===== src/rtl/multicycle_ctrl_if.sv =====
// rtl/multicycle_ctrl_if.sv - opcode/UART inputs and datapath control outputs of the main controller
interface multicycle_ctrl_if;
  logic [6:0] op;
  logic       uart_done;
  logic       pcwrite;
  logic       memwrite;
  logic       irwrite;
  logic       regwrite;
  logic       pcbufwrite;
  logic       iord;
  logic [1:0] alusrca;
  logic [1:0] alusrcb;
  logic [2:0] regsrc;
  logic [1:0] pcsrc;
  logic       branch;
  logic [2:0] aluop;
  logic       rors;
  logic       uart_go;
  logic       illegal;
  logic       uart_timeout;

  modport master (
    input  op, uart_done,
    output pcwrite, memwrite, irwrite, regwrite, pcbufwrite, iord,
    output alusrca, alusrcb, regsrc, pcsrc, branch, aluop,
    output rors, uart_go, illegal, uart_timeout
  );

  modport slave (
    output op, uart_done,
    input  pcwrite, memwrite, irwrite, regwrite, pcbufwrite, iord,
    input  alusrca, alusrcb, regsrc, pcsrc, branch, aluop,
    input  rors, uart_go, illegal, uart_timeout
  );
endinterface


===== src/rtl/multicycle_ctrl.sv =====
// rtl/multicycle_ctrl.sv - main control FSM of the multicycle RV32I core with UART byte ops
module multicycle_ctrl #(
  parameter int MEM_LAT      = 2,
  parameter int UART_TIMEOUT = 0
) (
  input  logic                clk,
  input  logic                rstn,
  multicycle_ctrl_if.master   bus
);
  localparam int CMAX = (MEM_LAT > UART_TIMEOUT) ? MEM_LAT : UART_TIMEOUT;
  localparam int CW   = $clog2(CMAX + 1);
  localparam logic [CW-1:0] FW_LAST = CW'((MEM_LAT > 1) ? MEM_LAT - 2 : 0);
  localparam logic [CW-1:0] MR_LAST = CW'(MEM_LAT - 1);
  localparam logic [CW-1:0] UT_LAST = CW'((UART_TIMEOUT > 0) ? UART_TIMEOUT - 1 : 0);

  localparam logic [6:0] OP_RTYPE = 7'b0110011, OP_ITYPE = 7'b0010011, OP_BTYPE = 7'b1100011;
  localparam logic [6:0] OP_LUI   = 7'b0110111, OP_AUIPC = 7'b0010111;
  localparam logic [6:0] OP_JAL   = 7'b1101111, OP_JALR  = 7'b1100111;
  localparam logic [6:0] OP_LW    = 7'b0000011, OP_SW    = 7'b0100011;
  localparam logic [6:0] OP_RECVB = 7'b0000001, OP_SENDB = 7'b0000010;

  typedef enum logic [4:0] {
    IDLE, FETCH, FWAIT, FLATCH, DECODE, MEMADR, MREAD, MWB, MWRITE,
    EXECUTE, ALUWB, BRANCH, IMMEX, IMMWB, LUIEX, AUIPCEX, JALEX, JALREX,
    SENDB_GO, RECVB_GO, SENDB_WAIT, RECVB_WAIT, RECVB_WRITE, ILLEGAL
  } state_t;

  state_t        state_q, state_d;
  logic [CW-1:0] cnt_q, cnt_d;
  logic          started_q;
  logic          uart_wait, counting, to_hit;

  assign uart_wait = (state_q == SENDB_WAIT) || (state_q == RECVB_WAIT);
  assign counting  = (state_q == FWAIT) || (state_q == MREAD) || uart_wait;
  // uart_done in the same cycle always beats the timeout
  assign to_hit    = (UART_TIMEOUT > 0) && uart_wait && (cnt_q == UT_LAST) && !bus.uart_done;
  assign cnt_d     = (counting && (state_d == state_q)) ? cnt_q + CW'(1) : '0;

  always_ff @(posedge clk or negedge rstn) begin
    if (!rstn) begin
      state_q   <= IDLE;
      cnt_q     <= '0;
      started_q <= 1'b0;
    end else begin
      state_q   <= state_d;
      cnt_q     <= cnt_d;
      started_q <= 1'b1;
    end
  end

  always_comb begin
    state_d = state_q;
    case (state_q)
      IDLE:    if (started_q) state_d = FETCH;
      FETCH:   state_d = (MEM_LAT == 1) ? FLATCH : FWAIT;
      FWAIT:   if (cnt_q == FW_LAST) state_d = FLATCH;
      FLATCH:  state_d = DECODE;
      DECODE: begin
        case (bus.op)
          OP_LW, OP_SW: state_d = MEMADR;
          OP_RTYPE:     state_d = EXECUTE;
          OP_BTYPE:     state_d = BRANCH;
          OP_ITYPE:     state_d = IMMEX;
          OP_LUI:       state_d = LUIEX;
          OP_AUIPC:     state_d = AUIPCEX;
          OP_JAL:       state_d = JALEX;
          OP_JALR:      state_d = JALREX;
          OP_RECVB:     state_d = RECVB_GO;
          OP_SENDB:     state_d = SENDB_GO;
          default:      state_d = ILLEGAL;
        endcase
      end
      MEMADR:  state_d = (bus.op == OP_LW) ? MREAD : MWRITE;
      MREAD:   if (cnt_q == MR_LAST) state_d = MWB;
      EXECUTE: state_d = ALUWB;
      IMMEX:   state_d = IMMWB;
      SENDB_GO: state_d = SENDB_WAIT;
      RECVB_GO: state_d = RECVB_WAIT;
      SENDB_WAIT: if (bus.uart_done || to_hit) state_d = FETCH;
      RECVB_WAIT: begin
        if (bus.uart_done)  state_d = RECVB_WRITE;
        else if (to_hit)    state_d = FETCH;
      end
      default: state_d = FETCH;
    endcase
  end

  always_comb begin
    bus.pcwrite = 1'b0; bus.memwrite = 1'b0; bus.irwrite = 1'b0; bus.regwrite = 1'b0;
    bus.pcbufwrite = 1'b0; bus.iord = 1'b0; bus.alusrca = 2'b00; bus.alusrcb = 2'b00;
    bus.regsrc = 3'b000; bus.pcsrc = 2'b00; bus.branch = 1'b0; bus.aluop = 3'b000;
    bus.rors = 1'b0; bus.uart_go = 1'b0;
    bus.illegal = (state_q == ILLEGAL);
    bus.uart_timeout = to_hit;
    case (state_q)
      FETCH:   begin bus.pcwrite = 1'b1; bus.pcbufwrite = 1'b1; bus.alusrcb = 2'b01; end
      FLATCH:  bus.irwrite = 1'b1;
      DECODE:  begin bus.alusrca = 2'b01; bus.alusrcb = 2'b10; end
      MEMADR:  begin bus.alusrca = 2'b10; bus.alusrcb = 2'b10; end
      MREAD:   bus.iord = 1'b1;
      MWB:     begin bus.regwrite = 1'b1; bus.regsrc = 3'b001; end
      MWRITE:  begin bus.memwrite = 1'b1; bus.iord = 1'b1; end
      EXECUTE: begin bus.alusrca = 2'b10; bus.aluop = 3'b100; end
      ALUWB, IMMWB, AUIPCEX: bus.regwrite = 1'b1;
      BRANCH:  begin bus.alusrca = 2'b10; bus.pcsrc = 2'b01; bus.branch = 1'b1; bus.aluop = 3'b111; end
      IMMEX:   begin bus.alusrca = 2'b10; bus.alusrcb = 2'b10; bus.aluop = 3'b101; end
      LUIEX:   begin bus.regwrite = 1'b1; bus.regsrc = 3'b010; end
      JALEX:   begin bus.pcwrite = 1'b1; bus.regwrite = 1'b1; bus.regsrc = 3'b011; bus.pcsrc = 2'b01; end
      JALREX: begin
        bus.pcwrite = 1'b1; bus.regwrite = 1'b1; bus.alusrca = 2'b10; bus.alusrcb = 2'b10;
        bus.regsrc = 3'b011; bus.pcsrc = 2'b10;
      end
      SENDB_GO:    begin bus.rors = 1'b1; bus.uart_go = 1'b1; end
      RECVB_GO:    bus.uart_go = 1'b1;
      RECVB_WRITE: begin bus.regwrite = 1'b1; bus.regsrc = 3'b100; end
      default: ;
    endcase
  end
endmodule


===== src/flat_wrapper.sv =====
// flat-port wrapper written by rule: the top's interface ports become plain ports
module multicycle_ctrl_flat 
#(
  parameter int MEM_LAT      = 2,
  parameter int UART_TIMEOUT = 0
)
  (clk, rstn, bus_op, bus_uart_done, bus_pcwrite, bus_memwrite, bus_irwrite, bus_regwrite, bus_pcbufwrite, bus_iord, bus_alusrca, bus_alusrcb, bus_regsrc, bus_pcsrc, bus_branch, bus_aluop, bus_rors, bus_uart_go, bus_illegal, bus_uart_timeout);
  multicycle_ctrl_if bus_i ();
  input  logic clk;
  input  logic rstn;
  input wire logic [$bits(bus_i.op)-1:0] bus_op;
  input wire logic [$bits(bus_i.uart_done)-1:0] bus_uart_done;
  output wire logic [$bits(bus_i.pcwrite)-1:0] bus_pcwrite;
  output wire logic [$bits(bus_i.memwrite)-1:0] bus_memwrite;
  output wire logic [$bits(bus_i.irwrite)-1:0] bus_irwrite;
  output wire logic [$bits(bus_i.regwrite)-1:0] bus_regwrite;
  output wire logic [$bits(bus_i.pcbufwrite)-1:0] bus_pcbufwrite;
  output wire logic [$bits(bus_i.iord)-1:0] bus_iord;
  output wire logic [$bits(bus_i.alusrca)-1:0] bus_alusrca;
  output wire logic [$bits(bus_i.alusrcb)-1:0] bus_alusrcb;
  output wire logic [$bits(bus_i.regsrc)-1:0] bus_regsrc;
  output wire logic [$bits(bus_i.pcsrc)-1:0] bus_pcsrc;
  output wire logic [$bits(bus_i.branch)-1:0] bus_branch;
  output wire logic [$bits(bus_i.aluop)-1:0] bus_aluop;
  output wire logic [$bits(bus_i.rors)-1:0] bus_rors;
  output wire logic [$bits(bus_i.uart_go)-1:0] bus_uart_go;
  output wire logic [$bits(bus_i.illegal)-1:0] bus_illegal;
  output wire logic [$bits(bus_i.uart_timeout)-1:0] bus_uart_timeout;
  assign bus_i.op = bus_op;
  assign bus_i.uart_done = bus_uart_done;
  assign bus_pcwrite = bus_i.pcwrite;
  assign bus_memwrite = bus_i.memwrite;
  assign bus_irwrite = bus_i.irwrite;
  assign bus_regwrite = bus_i.regwrite;
  assign bus_pcbufwrite = bus_i.pcbufwrite;
  assign bus_iord = bus_i.iord;
  assign bus_alusrca = bus_i.alusrca;
  assign bus_alusrcb = bus_i.alusrcb;
  assign bus_regsrc = bus_i.regsrc;
  assign bus_pcsrc = bus_i.pcsrc;
  assign bus_branch = bus_i.branch;
  assign bus_aluop = bus_i.aluop;
  assign bus_rors = bus_i.rors;
  assign bus_uart_go = bus_i.uart_go;
  assign bus_illegal = bus_i.illegal;
  assign bus_uart_timeout = bus_i.uart_timeout;
  multicycle_ctrl #(.MEM_LAT(MEM_LAT), .UART_TIMEOUT(UART_TIMEOUT)) u_core (.clk(clk), .rstn(rstn), .bus(bus_i));
endmodule

===== config.mk =====
export PLATFORM = sky130hd
export DESIGN_NAME = multicycle_ctrl_flat
export DESIGN_NICKNAME = d
export VERILOG_FILES = /design/src/rtl/multicycle_ctrl_if.sv /design/src/rtl/multicycle_ctrl.sv /design/src/flat_wrapper.sv
export SDC_FILE = /design/constraint.sdc
export NUM_CORES = 1
export LEC_CHECK = 0
export ABC_AREA = 1
export CAP_MARGIN = 30
export CORE_MARGIN = 3
export CORE_UTILIZATION = 49
export CTS_BUF_LIST = sky130_fd_sc_hd__clkbuf_8 sky130_fd_sc_hd__clkbuf_16
export DETAILED_ROUTE_END_ITERATION = 10
export PLACE_DENSITY = 0.84
export REMOVE_ABC_BUFFERS = 1
export SLEW_MARGIN = 20
export SYNTH_ARGS = -nofsm -noshare
export SYNTH_HDL_FRONTEND = slang
export SYNTH_SLANG_ARGS = --single-unit

===== constraint.sdc =====
create_clock -name clk -period 4 [get_ports clk]
set_input_delay 0.8 -clock clk [delete_from_list [all_inputs] [get_ports clk]]
set_output_delay 0.8 -clock clk [all_outputs]
set_load 0.05 [all_outputs]

# == After elaboration in Yosys (flattened, before gate mapping) ==
# Index checks and enable logic that the tools add are counted.
# totals
word_cells,78
regBits,8
out_inout_bits,23
input_bits,10
# classes
n_eq_ne,36
n_mux,23
reduce_logical,15
add_sub_neg,1
# op_table
cell,count
5-bit case mux with 13 select lines,1
5-bit case mux with 10 select lines,1
5-bit by 4-bit equality test with 1-bit output (second input constant),8
5-bit equality test (second input constant),8
5-bit 2-to-1 mux,5
7-bit by 6-bit equality test with 1-bit output (second input constant),3
7-bit equality test (second input constant),3
5-bit by 3-bit equality test with 1-bit output (second input constant),4
7-bit by 2-bit equality test with 1-bit output (second input constant),2
7-bit by 5-bit equality test with 1-bit output (second input constant),2
2-bit case mux with 2 select lines,3
3-bit case mux with 4 select lines,1
5-bit by 2-bit equality test with 1-bit output (second input constant),2
2-bit OR reduction,5
1-bit 2-to-1 mux,9
3-bit case mux with 3 select lines,1
8-bit OR reduction,1
7-bit by 1-bit equality test with 1-bit output (second input constant),1
5-bit by 1-bit equality test with 1-bit output (second input constant),1
5-bit equality test,1
5-bit logical NOT,1
5-bit OR reduction,1
4-bit 2-to-1 mux,1
4-bit OR reduction,1
7 further kinds,9

# == Logic depth before layout (Yosys ltp) ==
# depth
word_depth,7
mapped_depth,10
ltp_nobuf,10

# == Least setup slack after synthesis ==
# No wires, ideal clock.
# synth_path
kind,register to output
start,register u_core.state_q[0]
end,output port bus_regwrite
n_path_buf,1
required_ps,3200
stages_incl_launch_ff,7
arrival_time_ps,2370
path_slack_ps,830
path_cell_list,dfrtp_1 > buf_4 > nand2_1 > nor2_1 > inv_1 > o21ai_0 > nand3b_1
# synth_between
elab_chain_cells,3
word_cells_on_any_way,10
cone_classes,eq/ne (8); mux (1); reduce/logical (1)
# synth_rtl
item,line_no,rtl
from (decl),multicycle_ctrl.sv:28,"state_t state_q, state_d;"
from (signal assigned),multicycle_ctrl.sv:45,state_q <= state_d;
5-bit by 4-bit equality test with 1-bit output (tied with other cells),multicycle_ctrl.sv:95,case (state_q)
8-bit OR reduction (no line) *,n/a,
1-bit 2-to-1 mux *,multicycle_ctrl.sv:95,
to (decl),flat_wrapper.sv:16,output wire logic [$bits(bus_i.regwrite)-1:0] bus_regwrite;
# Mark *: on every way between the ends. The rest lies on a longest branch, timed or not.

# == Worst setup path in the final report ==
# layout_path
start,register u_core.state_q[2]
end,output port bus_alusrcb[1]
# layout_between
elab_chain_cells,3
word_cells_on_any_way,7
cone_classes,eq/ne (5); mux (1); reduce/logical (1)
# layout_rtl
item,line_no,rtl
5-bit equality test (tied with other cells),multicycle_ctrl.sv:95,
4-bit OR reduction (no line),n/a,
2-bit case mux with 2 select lines *,multicycle_ctrl.sv:95,
to (decl),flat_wrapper.sv:20,output wire logic [$bits(bus_i.alusrcb)-1:0] bus_alusrcb;
# Marked as above.

==> impl_metrics.ini <==
[status]
status = finished, final reports clean

[placed_design]
dpl.cell_count = 231
gp_congestion = 0.893
hpwl_um = 2440
dpl_worst_slack_ns = 1.11
io_buffers = 31

[timing]
rsz0062_at_grt = false
setup_slack_ns = 0.853
worst_slew_pin_slew_ns = 0.513
fin_crit_ns = 3.15
hold_viol = 0
finalSetupTns_ns = 0
clock.fmax_mhz = 318
setup_viol = 0
slew_viol_final = 0
skew_ns = 0.000221
fin_crit_sh = 0.787
slew_headroom = 0.657

[grt]
grt_max_degree = 11
grt_pass1_vias = 1171
grt_overflow = 0
antenna_found_initial = 0
grt_pass1_wl_um = 5110
grt_usage = 0.258

[cts]
cts_made_buffers = 3
cts_tree = built
cts_setup_buffers = 0
ctsResizeCount = 0
cts_hold_buffers = 0
htree_levels = 1
clockBufferDepth = 2
cts-root-buf = clkbuf_8
worstSkewPairLatency_ns = 0.23
clock-sinks = 8
clkTransAtPathRegs_ns = 0.04

[detailed_routing]
drt_iter0_markers = 41
routedWlPerCell_um = 12.7
avgViaCountPerCell = 5.37
antenna_left = 0
drt_wl_total_um = 2980
post-route-drc-count = 0
vias = 1257
drt-pass1-iter-count = 4

[floorplanning]
ios = 33
dieArea_um2 = 2660
start_util = 0.553
die_h_um = 51.6
core_area_um2 = 1840
rows = 15
die_x_um = 51.6

[critical_path]
cp_max_fo = 8
slowest_delay_ns = 0.83
r2r_slack_ns = 2.55
crit_arrival_ns = 2.35
rr_startpoint = u_core.state_q[0]
path_cells = nor2_4, inv_1, nor2_1, inv_1, o21ai_0, inv_1, o21ai_0, clkdlybuf4s50_1
path_common_cell = inv_1
rr_worst_depth = 5
critical_path_class = reg -> out
cp-start-kind = flop
reg2reg_to = u_core.state_q[4]
crit_family = buffers and inverters
end_kind = primary output
required_ns = 3.20
slowest_stage = clkdlybuf4s50_1
path_buf_inv = 4

[synthesis]
synth_cell_types = 28
synthTopCellsByCount = nand2_1, nor2_1, inv_1
synth.area.top_cells = dfrtp_1, nand2_1, nor2_1, inv_1, nand3_1
yosysTopAreaCellShare = 0.197
synth_ff_type = dfrtp_1
syn_area_per_cell_um2 = 5.71
async_reset_ff_frac = 1.00
synth-edff-count = 0
ys_seq_area_frac = 0.197
yosysWarnings = 0
ys_ff_latch = 8
yosysTopAreaCell = dfrtp_1
synth.most_common_cell = nand2_1
syn_inst = 178
syn_area_um2 = 1020

[layout]
drive_above_1_share = 0.100
utilization = 0.749
fill_cells = 164
area_growth_pct = 35.4
insertedDiodeCount = 0
fin_cells = 234
nets = 223

[power_and_ir_drop]
power_density_nw_per_um2 = 810
p_leak_nw = 0.683
ir_drop_v = 0.000530
power_mw = 1.12

[hold_path]
hold_depth = 3
hold_end = u_core.cnt_q[0]
min_path_type = reg -> reg
hp-start = u_core.cnt_q[0]

[run]
maxCapViolCount = 0
## metal layers
| metal | share of wire | up-vias | global-route usage | wire (um) |
|---|---|---|---|---|
| met1 | 0.40 | 560 | 0.301 | 1180 |
| met5 | 0 | - | 0 | 0 |
| met4 | 0.031 | 0 | 0.127 | 91 |
| met3 | 0.083 | 13 | 0.0487 | 247 |
| li1 | - | 615 | - | - |
| met2 | 0.49 | 69 | 0.447 | 1460 |
## cell usage in the layout, fill, tap and decap left out, types with 4 or more instances in the layout
| master | n |
|---|---|
| o21ai_0 | 6 |
| inv_2 | 4 |
| nor2_1 | 33 |
| inv_1 | 28 |
| nand3_1 | 10 |
| nand2_1 | 48 |
| nor3_1 | 4 |
| dfrtp_1 | 8 |
| nand4_1 | 5 |
| nand3_2 | 4 |
| clkdlybuf4s50_1 | 31 |
## worst reg2reg max path, stage by stage, from the launching register on
cell,delay (ns)
dfrtp_1,0.50
nor2_1,0.26
nand2_1,0.16
nor2_2,0.27
nand2_1,0.11
nand2_1,0.08
## cell type report
| class | instances | area [um^2] | area share |
|---|---|---|---|
| multi-input cells | 134 | 668 | 0.485 |
| repair buffers | 31 | 310 | 0.225 |
| flip-flops and latches | 8 | 200 | 0.145 |
| inverters | 33 | 126 | 0.0917 |
| clock buffers | 3 | 41.3 | 0.0300 |
| well taps | 25 | 31.3 | 0.0227 |
## logic make-up (layout without fill, tap and decap cells)
logic type / Yosys count / in the layout / synth area share
AOI/OAI and AO/OA: 15 / 15 / 0.0935
and+or+nand+nor: 113 / 113 / 0.514
DFF: 8 / 8 / 0.197
xor gates and xnor gates: 2 / 2 / 0.0172
buffers and inverters: 36 / 67 / 0.146
adders and majority gates: 2 / 2 / 0.0246
other: 2 / 2 / 0.00738
## where the power goes
part / total (mW) / leakage, nW / switching, mW / internal [mW]
registers: 0.172 / 0.103 / 0.0614 / 0.111
logic: 0.847 / 0.558 / 0.587 / 0.260
clock network: 0.0974 / 0.0216 / 0.0322 / 0.0652
## sequential cells by signal, summed over array words and instances (netlist names)
register,flops
u_core.state_q,5
u_core.cnt_q,2
u_core.started_q,1
## per-stage QoR
stage	hold slack, ns	instance area, um^2
floorplan	0.495	995
global route	0.582	1380
finish	0.543	1380
detailed placement	0.526	1340
CTS	0.544	1380
global placement	0.512	1340
## worst max-delay path by stage
stage	to	cells past startpoint	startpoint	slack [ns]
after global placement	bus_alusrcb[1]	8	u_core.state_q[2]	1.11
final	bus_alusrcb[1]	8	u_core.state_q[2]	0.85
after detailed placement	bus_alusrcb[1]	8	u_core.state_q[2]	1.11
after floorplan	bus_regwrite	5	u_core.state_q[0]	0.74
after CTS	bus_alusrcb[1]	8	u_core.state_q[2]	0.86
after global routing	bus_alusrcb[1]	8	u_core.state_q[2]	0.69
No activity file was read; power rests on OpenSTA's default activity.
